`config.mk`:
```
export PLATFORM = sky130hd
export DESIGN_NAME = and2_share_arbiter
export DESIGN_NICKNAME = d
export VERILOG_FILES = /design/src/rtl/and2_share_arbiter.sv
export SDC_FILE = /design/constraint.sdc
export NUM_CORES = 1
export LEC_CHECK = 0
export CORE_MARGIN = 2
export CORE_UTILIZATION = 54
export DETAILED_ROUTE_END_ITERATION = 12
export GPL_ROUTABILITY_DRIVEN = 0
export PLACE_DENSITY_LB_ADDON = 0.12
export SETUP_SLACK_MARGIN = 0.2
export SKIP_CTS_REPAIR_TIMING = 1
export SYNTH_ARGS = -nofsm -noshare
export SYNTH_HDL_FRONTEND = slang
export SYNTH_SLANG_ARGS = --single-unit
```
`constraint.sdc`:
```
create_clock -name clk -period 4.8 [get_ports clk]
set_input_delay 0.96 -clock clk [delete_from_list [all_inputs] [get_ports clk]]
set_output_delay 0.96 -clock clk [all_outputs]
set_load 0.005 [all_outputs]
```
`src/rtl/and2_share_arbiter.sv`:
```
// and2_share_arbiter
//   Round-robin arbiter and sequencer that shares one WIDTH-bit bitwise AND
//   unit among NREQ requesters. One operand pair is accepted per transaction.
//   The result, tagged with the requester id, is registered and held until
//   the consumer takes it.
//
// Ports
//   clk        clock, rising edge
//   rst        synchronous active-high reset
//   req_valid  per-requester request valid
//   req_ready  per-requester grant, combinational, at most one bit high, IDLE only
//   req_a      operand a, requester i at [i*WIDTH +: WIDTH]
//   req_b      operand b, same packing
//   rsp_valid  result valid
//   rsp_ready  consumer accepts result
//   rsp_id     requester that owns the result
//   rsp_data   registered a & b
//   busy       FSM not in IDLE
//   op_count   completed responses, saturating at 16'hFFFF
module and2_share_arbiter #(
    parameter int unsigned NREQ  = 4,
    parameter int unsigned WIDTH = 5,
    parameter int unsigned IDW   = 2
) (
    input  logic                  clk,
    input  logic                  rst,
    input  logic [NREQ-1:0]       req_valid,
    output logic [NREQ-1:0]       req_ready,
    input  logic [NREQ*WIDTH-1:0] req_a,
    input  logic [NREQ*WIDTH-1:0] req_b,
    output logic                  rsp_valid,
    input  logic                  rsp_ready,
    output logic [IDW-1:0]        rsp_id,
    output logic [WIDTH-1:0]      rsp_data,
    output logic                  busy,
    output logic [15:0]           op_count
);

    typedef enum logic [1:0] {
        StIdle = 2'd0,
        StEval = 2'd1,
        StHold = 2'd2
    } state_e;

    state_e             state_q, state_d;
    logic [IDW-1:0]     ptr_q, ptr_d;
    logic [IDW-1:0]     id_q, id_d;
    logic [WIDTH-1:0]   a_q, a_d;
    logic [WIDTH-1:0]   b_q, b_d;
    logic [WIDTH-1:0]   rsp_data_q, rsp_data_d;
    logic [IDW-1:0]     rsp_id_q, rsp_id_d;
    logic               rsp_valid_q, rsp_valid_d;
    logic [15:0]        cnt_q, cnt_d;

    logic               gnt_found;
    logic [IDW-1:0]     gnt_idx;
    logic [WIDTH-1:0]   gnt_a;
    logic [WIDTH-1:0]   gnt_b;

    // Search upward starting one past the last grant; the first hit wins.
    always_comb begin
        gnt_found = 1'b0;
        gnt_idx   = '0;
        gnt_a     = '0;
        gnt_b     = '0;
        for (int unsigned k = 1; k <= NREQ; k++) begin
            int unsigned idx;
            idx = (32'(ptr_q) + k) % NREQ;
            if (!gnt_found && req_valid[idx]) begin
                gnt_found = 1'b1;
                gnt_idx   = IDW'(idx);
                gnt_a     = req_a[idx*WIDTH +: WIDTH];
                gnt_b     = req_b[idx*WIDTH +: WIDTH];
            end
        end
    end

    always_comb begin
        req_ready = '0;
        if (state_q == StIdle && gnt_found) begin
            req_ready[gnt_idx] = 1'b1;
        end
    end

    always_comb begin
        state_d     = state_q;
        ptr_d       = ptr_q;
        id_d        = id_q;
        a_d         = a_q;
        b_d         = b_q;
        rsp_data_d  = rsp_data_q;
        rsp_id_d    = rsp_id_q;
        rsp_valid_d = rsp_valid_q;
        cnt_d       = cnt_q;
        case (state_q)
            StIdle: begin
                if (gnt_found) begin
                    a_d     = gnt_a;
                    b_d     = gnt_b;
                    id_d    = gnt_idx;
                    ptr_d   = gnt_idx;
                    state_d = StEval;
                end
            end
            StEval: begin
                rsp_data_d  = a_q & b_q;
                rsp_id_d    = id_q;
                rsp_valid_d = 1'b1;
                state_d     = StHold;
            end
            StHold: begin
                if (rsp_ready) begin
                    rsp_valid_d = 1'b0;
                    if (cnt_q != 16'hFFFF) begin
                        cnt_d = cnt_q + 16'd1;
                    end
                    state_d = StIdle;
                end
            end
            default: begin
                rsp_valid_d = 1'b0;
                state_d     = StIdle;
            end
        endcase
    end

    always_ff @(posedge clk) begin
        if (rst) begin
            state_q     <= StIdle;
            ptr_q       <= IDW'(NREQ - 1);
            id_q        <= '0;
            a_q         <= '0;
            b_q         <= '0;
            rsp_data_q  <= '0;
            rsp_id_q    <= '0;
            rsp_valid_q <= 1'b0;
            cnt_q       <= '0;
        end else begin
            state_q     <= state_d;
            ptr_q       <= ptr_d;
            id_q        <= id_d;
            a_q         <= a_d;
            b_q         <= b_d;
            rsp_data_q  <= rsp_data_d;
            rsp_id_q    <= rsp_id_d;
            rsp_valid_q <= rsp_valid_d;
            cnt_q       <= cnt_d;
        end
    end

    assign rsp_valid = rsp_valid_q;
    assign rsp_id    = rsp_id_q;
    assign rsp_data  = rsp_data_q;
    assign op_count  = cnt_q;
    assign busy      = (state_q != StIdle);

endmodule

```
Word level (Yosys, flattened, before mapping)
Index checks and enable logic that the tools add are counted.
{ "op_classes": {"mux": 32, "reduce_logical": 14, "n_lt_le_gt_ge": 6, "eq_ne": 5, "shift": 8, "n_addsub": 5, "n_div": 0, "bitwise_logic": 2, "mul": 4} }
{ "op_table": {"columns": ["op", "count"], "rows": [
  ["$shiftx A20 B33 Y5", 4],
  ["$shiftx A20 B6 Y5", 4],
  ["$mux W5", 8],
  ["$mul A2 B3 Y5 const B", 4],
  ["$add A16 B1 Y16 const B", 1],
  ["$ne A16 B16 Y1 const B", 1],
  ["$lt A2 B3 Y1 const B", 5],
  ["$mux W2", 6],
  ["$mux W1", 10],
  ["$bmux W1 S2", 4],
  ["$pmux W2 S3", 1],
  ["$reduce_and A2 Y1", 3],
  ["$and A5 B5 Y5", 1],
  ["$logic_and A1 B1 Y1", 5],
  ["$add A2 B1 Y2 const B", 2],
  ["$add A2 B2 Y2 const B", 2],
  ["$mux W4", 1],
  ["$ne A2 B2 Y1 const B", 2],
  ["$logic_not A1 Y1", 3],
  ["$pmux W1 S3", 1],
  ["$reduce_and A3 Y1", 1],
  ["$demux W1 S2", 1],
  ["$eq A2 B1 Y1 const B", 1],
  ["$eq A2 B2 Y1 const B", 1],
  ["other kinds (4)", 4]
]} }
{ "word_totals": {"elab_cells": 85, "romBits": 0, "mem_bits_rw": 0, "mem_count": 0, "ff_bits": 40, "latch_bits": 0} }

Depth between registers and ports, before layout
Gate-level depths: netlist of the first run.
{ "depth": {"depth_word": 18, "depth_mapped": 8} }

Least setup slack after synthesis of the first run
No wires, ideal clock.
{ "synth_timing": {"path_kind": "input to output", "start": "input req_valid[1]", "end": "output req_ready[0]", "t_arrival_ps": 1955, "path_stages": 5, "required_time_ps": 3840, "setup_slack_ps": 1885, "cell_sequence": "buf_2 -> nor2_1 -> a21o_1 -> nor4_2 -> nor2b_1"} }
{ "synth_via": {"elab_chain_cells": 17} }
{ "synth_lines": {"columns": ["element", "line_no", "text"], "rows": [
  ["start, declared", "27", "input logic [NREQ-1:0] req_valid,"],
  ["$bmux W1 S2", "69", "if (!gnt_found && req_valid[idx]) begin"],
  ["$mux W1 (not written as such)", "69", null],
  ["$mux W1", "69", null],
  ["$logic_not A1 Y1", "69", null],
  ["$logic_and A1 B1 Y1", "69", null],
  ["$mux W1", "69", null],
  ["$logic_not A1 Y1", "69", null],
  ["$logic_and A1 B1 Y1", "69", null],
  ["$mux W1", "69", null],
  ["$logic_not A1 Y1", "69", null],
  ["$logic_and A1 B1 Y1", "69", null],
  ["$mux W2", "69", null],
  ["$lt A2 B3 Y1 (not written as such) / $ge A2 B1 Y1 (equally long branches)", "81", "req_ready[gnt_idx] = 1'b1;"],
  ["$logic_and A1 B1 Y1 (not written as such)", "81", null],
  ["$mux W1 (not written as such)", "81", null],
  ["$demux W1 S2", "81", null],
  ["$mux W4 (*)", "80", "if (state_q == StIdle && gnt_found) begin"],
  ["end, declared", "28", "output logic [NREQ-1:0] req_ready,"]
]} }
Every way passes the cells marked *; elsewhere a longest branch is shown, timed or not. The select of a mux whose other input is x is not followed.

Worst setup path in the final report of the first run
Same ends and word-level chain as after synthesis.

==> metrics, run 1 <==
GRT overflow 0; setup TNS 0 ns; max incr delay on CP roughly 0.72 ns; starting density of the core a little under three fifths; crit path kind in2out; initial drt markers roughly 140; Longest Clk Path Bufs 2; syn avg cell area 8.21 um^2; critical path data arrival time ~3.2 ns; total routed wirelength about 7200 um; vias per cell slightly below 6; type of the tightest min-delay check reg2reg; largest net degree at the start of global routing 57; GRT Overall Usage 23.6%; Remaining DRCs 0; Clock Skew 0.00655 ns; Async SR Flop Fraction 0%; Setup crit start req_valid[1]; initial antenna violation count 0; Ant. Diodes 0; H-tree levels 2; most common cell after layout, fill and taps aside clkdlybuf4s50_1; Hold Vio Cnt, Final 0; Die ar. between 6000 and 7000 um^2; Post-Syn Nets approximately 430; dpl cells slightly above 500; CTS sink cnt 40; Final #Nets between 400 and 500; Die Y approximately 80 um; CTS Root Cell clkbuf_8; IO Port Bufs 75; Leak 1.51 nW; Syn Inst Count 381; Non-Filler Instances 513; worst r2r src ptr_q[0]$_SDFFE_PP1P_; crit-path cells clkdlybuf4s50_1 > nor2_1 > a21o_1 > nor4_2 > nor2b_1 > clkdlybuf4s50_1; Most Frequent Cell on Critical Path clkdlybuf4s50_1; RSZ-0062 raised after global routing false; post-synthesis register bit count 40; via count around 3000; first-pass GRT wire length approximately 12000 um; Synth Warn # 0; CTS tree built; Area Overhead vs Synth 26.0%; Buf+Inv Stages, Crit Path 2; final hold slack 0.467 ns; Post-DP HPWL 5250 um; residual antenna-violating net count after detailed routing 0; Max Fanout on Critical Path 14; post-layout minimum cycle time between 4 and 5 ns; relative slew slack 52.4%; total power approximately 0.0010 W; die width 80.1 um; latest clock arrival within the worst-skew pair ~0.29 ns; count of cell types in the netlist 52; EDFF count, synth 0; Peak supply drop 0.000205 V; Req. time, crit path about 3.8 ns; endpoints failing setup 0; Final Slew Violations 0; mean routed wirelength per cell 14.0 um; area of the mapped netlist around 3100 um^2; Critical Path Sink Type output port; fin crit share 86.6%; largest delay contributor family on the critical path buffers and inverters; number of global-route vias before repair about 2800; layout cells sized above 1 12.7%; num ports 76; maximum capacitance violations 0; Seq/Total Area, Yosys approximately a quarter; status complete, no violations; row cnt 27; Critical Path Start Type input port; Max Clock Freq 241 MHz; DR pass1 iterations 4; number of CTS-inserted buffers 5; Synth Flop Type dfxtp_1; commonest cells after routing, fill and taps aside clkdlybuf4s50_1 (75), nor2_1 (67), dfxtp_1 (38); core area roughly 5500 um^2; pwr dens approximately 260 nW/um^2; hold path start rsp_data[2]$_SDFFE_PP0P_; Clock transition at path regs roughly 0.070 ns; slowest CP cell clkdlybuf4s50_1; Slew @ Worst Pin between 0.7 and 0.8 ns
power by group:
| part | total (W) | switching [W] | internal (W) |
|---|---|---|---|
| logic | 0.000382 | 0.000190 | 0.000192 |
| registers | 0.000389 | 0.0000301 | 0.000359 |
| clock network | 0.000268 | 0.000114 | 0.000154 |
| total | 0.00104 | 0.000334 | 0.000705 |
layer usage:
| layer | wire length (um) | track usage [%] |
|---|---|---|
| met1 | 3320 | 29.6 |
| met5 | 0 | 0 |
| met2 | 3550 | 42.3 |
| met3 | 211 | 3.48 |
| met4 | 80 | 5.93 |
final timing paths:
path	endpoint	slack, ns	cells past startpoint
setup / recovery	req_ready[0]	0.64	6
hold / removal	rsp_data[2]$_SDFFE_PP0P_	0.47	2
setup reg to reg	b_q[3]$_SDFFE_PP0P_	2.19	6
hold reg to reg	rsp_data[2]$_SDFFE_PP0P_	0.47	2
per-stage QoR:
stage / instance area (um^2) / util (%) / setup WS (ns)
detailed placement: 3830 / 69.2 / 0.670
global placement: 3830 / 69.2 / 0.715
global route: 3940 / 71.2 / 0.504
CTS: 3940 / 71.2 / 0.650
floorplan: 3130 / - / 1.88
finish: 3940 / 71.2 / 0.643
registers in the layout, indices dropped and copies added (netlist names):
| register | flops |
|---|---|
| rsp_data | 5 |
| rsp_id | 2 |
| op_count | 16 |
| id_q | 2 |
| a_q | 5 |
| b_q | 5 |
| state_q | 2 |
| rsp_valid | 1 |
| ptr_q | 2 |
area by class of cell:
class / instances / area (um^2)
Clock buffer: 6 / 72.6
Clock inverter: 2 / 35.0
Fill cell: 488 / 1600
Inverter: 3 / 11.3
Multi-Input combinational cell: 311 / 2150
Sequential cell: 40 / 803
Tap cell: 72 / 90.1
Timing Repair Buffer: 79 / 781
synth_stat cells (4+ instances only):
cell	number	share of area, %
o31a_1	10	2.8
a211oi_1	13	3.1
clkbuf_1	8	0.96
nand4_1	5	1.0
mux2_2	18	6.5
nor2b_1	9	1.8
buf_2	11	1.8
nor2_1	67	8.0
mux2i_1	34	11
nor3b_1	6	1.4
o21bai_1	4	0.96
nand3_1	7	1.1
nand2_1	17	2.0
nand2b_1	13	2.6
o221ai_1	9	2.5
xnor2_1	12	3.4
or2_2	9	1.8
a21oi_1	33	5.3
dfxtp_1	40	26
nor3_1	6	0.96
buf_6	4	1.4
tightest hold or removal path, stage by stage (launching register included):
cell and delay (ns):
dfxtp_1 0.32, nand2_1 0.06, a21oi_1 0.05
cells by family (layout without fill, tap and decap cells):
| family | Yosys count | in the layout | synth area share, % |
|---|---|---|---|
| AND/OR/NAND/NOR | 159 | 159 | 27.3 |
| XOR/XNOR | 14 | 14 | 3.92 |
| AO/OA/AOI/OAI | 83 | 83 | 18.6 |
| adder cells (fa/ha/maj) | 1 | 1 | 0.400 |
| buffers and inverters | 30 | 90 | 5.72 |
| multiplexers | 54 | 54 | 18.6 |
| flip-flops | 40 | 40 | 25.6 |
Note: power is estimated with default switching activity, not from simulation.
==> inputs of run 2 (changes only) <==
--- a/config.mk
+++ b/config.mk
@@ -9,7 +9,7 @@
 export CORE_UTILIZATION = 54
 export DETAILED_ROUTE_END_ITERATION = 12
 export GPL_ROUTABILITY_DRIVEN = 0
-export PLACE_DENSITY_LB_ADDON = 0.12
+export PLACE_DENSITY = 0.88
 export SETUP_SLACK_MARGIN = 0.2
 export SKIP_CTS_REPAIR_TIMING = 1
 export SYNTH_ARGS = -nofsm -noshare
==> metrics, run 2 (same netlist as run 1, synthesis figures left out) <==
status complete, no violations; latest clock arrival within the worst-skew pair between 0.2 and 0.3 ns; row cnt 27; endpoints failing setup 0; final hold slack 0.462 ns; Slew @ Worst Pin 1.04 ns; Clock Skew ~0.0037 ns; Ant. Diodes 0; core area between 5000 and 6000 um^2; GRT Overall Usage about a quarter; commonest cells after routing, fill and taps aside clkdlybuf4s50_1 (75), nor2_1 (67), dfxtp_1 (38); number of global-route vias before repair between 2000 and 3000; num ports 76; Peak supply drop 0.000146 V; type of the tightest min-delay check reg2reg; Setup crit start req_valid[1]; crit path kind in2out; post-layout minimum cycle time approximately 4.2 ns; Post-DP HPWL around 5600 um; setup ws final roughly 0.61 ns; total routed wirelength around 7700 um; Leak ~1.5 nW; Clock transition at path regs around 0.07 ns; Max Clock Freq 239 MHz; Final #Nets 488; Critical Path Sink Type output port; RR Endpoint a_q[0]$_SDFFE_PP0P_; Max Fanout on Critical Path 14; die width ~80 um; CTS sink cnt 40; initial drt markers between 100 and 150; setup TNS 0 ns; mean routed wirelength per cell 15.0 um; Req. time, crit path ~3.8 ns; number of CTS-inserted buffers 5; largest net degree at the start of global routing 52; Die Y about 80 um; maximum capacitance violations 0; RSZ-0062 raised after global routing false; CTS Root Cell clkbuf_8; pwr dens between 200 and 300 nW/um^2; Worst Hold Endpoint rsp_data[0]$_SDFFE_PP0P_; starting density of the core between 50% and 60%; Area Overhead vs Synth 25.5%; initial antenna violation count 0; critical path data arrival time around 3.2 ns; hold path start rsp_data[0]$_SDFFE_PP0P_; Remaining DRCs 0; fin area roughly 3900 um^2; residual antenna-violating net count after detailed routing 0; H-tree levels 2; fin crit share approximately 87%; layout cells sized above 1 12.9%; relative slew slack between 30% and 40%; post-route core utilization around 71%; Die ar. approximately 6400 um^2; GRT overflow 0; dpl cell area around 3800 um^2; Critical Path Start Type input port; R2R setup slack between 2 and 2.5 ns; most common cell after layout, fill and taps aside clkdlybuf4s50_1; Hold Vio Cnt, Final 0; CTS tree built; Final Slew Violations 0; worst r2r src ptr_q[1]$_SDFFE_PP1P_; first-pass GRT wire length roughly 13000 um; IO Port Bufs 75; DP Worst Slack 0.634 ns; WHS Path Cells 2; vias per cell 5.95; worst r2r path cells 6; via count approximately 3000; Longest Clk Path Bufs 2; DR pass1 iterations 4; max reg flops 16
-- run 2: critical path, cell delays in order --
cell             delay (ns)
clkdlybuf4s50_1        0.71
nor2_1                 0.14
a21o_1                 0.27
nor4_2                 0.45
nor2b_1                0.19
clkdlybuf4s50_1        0.51
-- run 2: worst max-delay path by stage --
stage	end	slack, ns	cells after the start
final	req_ready[0]	0.61	6
after global placement	req_ready[0]	0.72	6
after global routing	req_ready[0]	0.47	6
after floorplan	req_ready[0]	1.88	5
after CTS	req_ready[0]	0.63	6
after detailed placement	req_ready[0]	0.63	6
-- run 2: through the flow --
step                power, W  cells
CTS                  0.00100    513
global route         0.00106    513
finish               0.00100    513
floorplan           0.000682    381
detailed placement  0.000779    505
global placement    0.000764    505
-- run 2: report_power, final --
part	switching (W)	total (W)	leakage (nW)	internal, W
sequential	0.0000407	0.000400	0.326	0.000359
combinational	0.000185	0.000376	1.13	0.000192
clock	0.000112	0.000227	0.0510	0.000115
-- run 2: layer usage --
layer,wire [um],track usage [%],vias up
met4,118,8.81,0
met2,3930,43.6,86
met3,346,4.27,13
met1,3280,30.3,1456
li1,-,-,1496
met5,0,0,-
-- run 2: area by class of cell --
type                       instances  area (um^2)
multi-input combinational        311         2150
fill                             441         1610
sequential                        40          803
timing repair buffer              79          781
tap                               72         90.1
clock buffer                       6         82.6
inverter                           3         11.3
clock inverter                     2         10.0
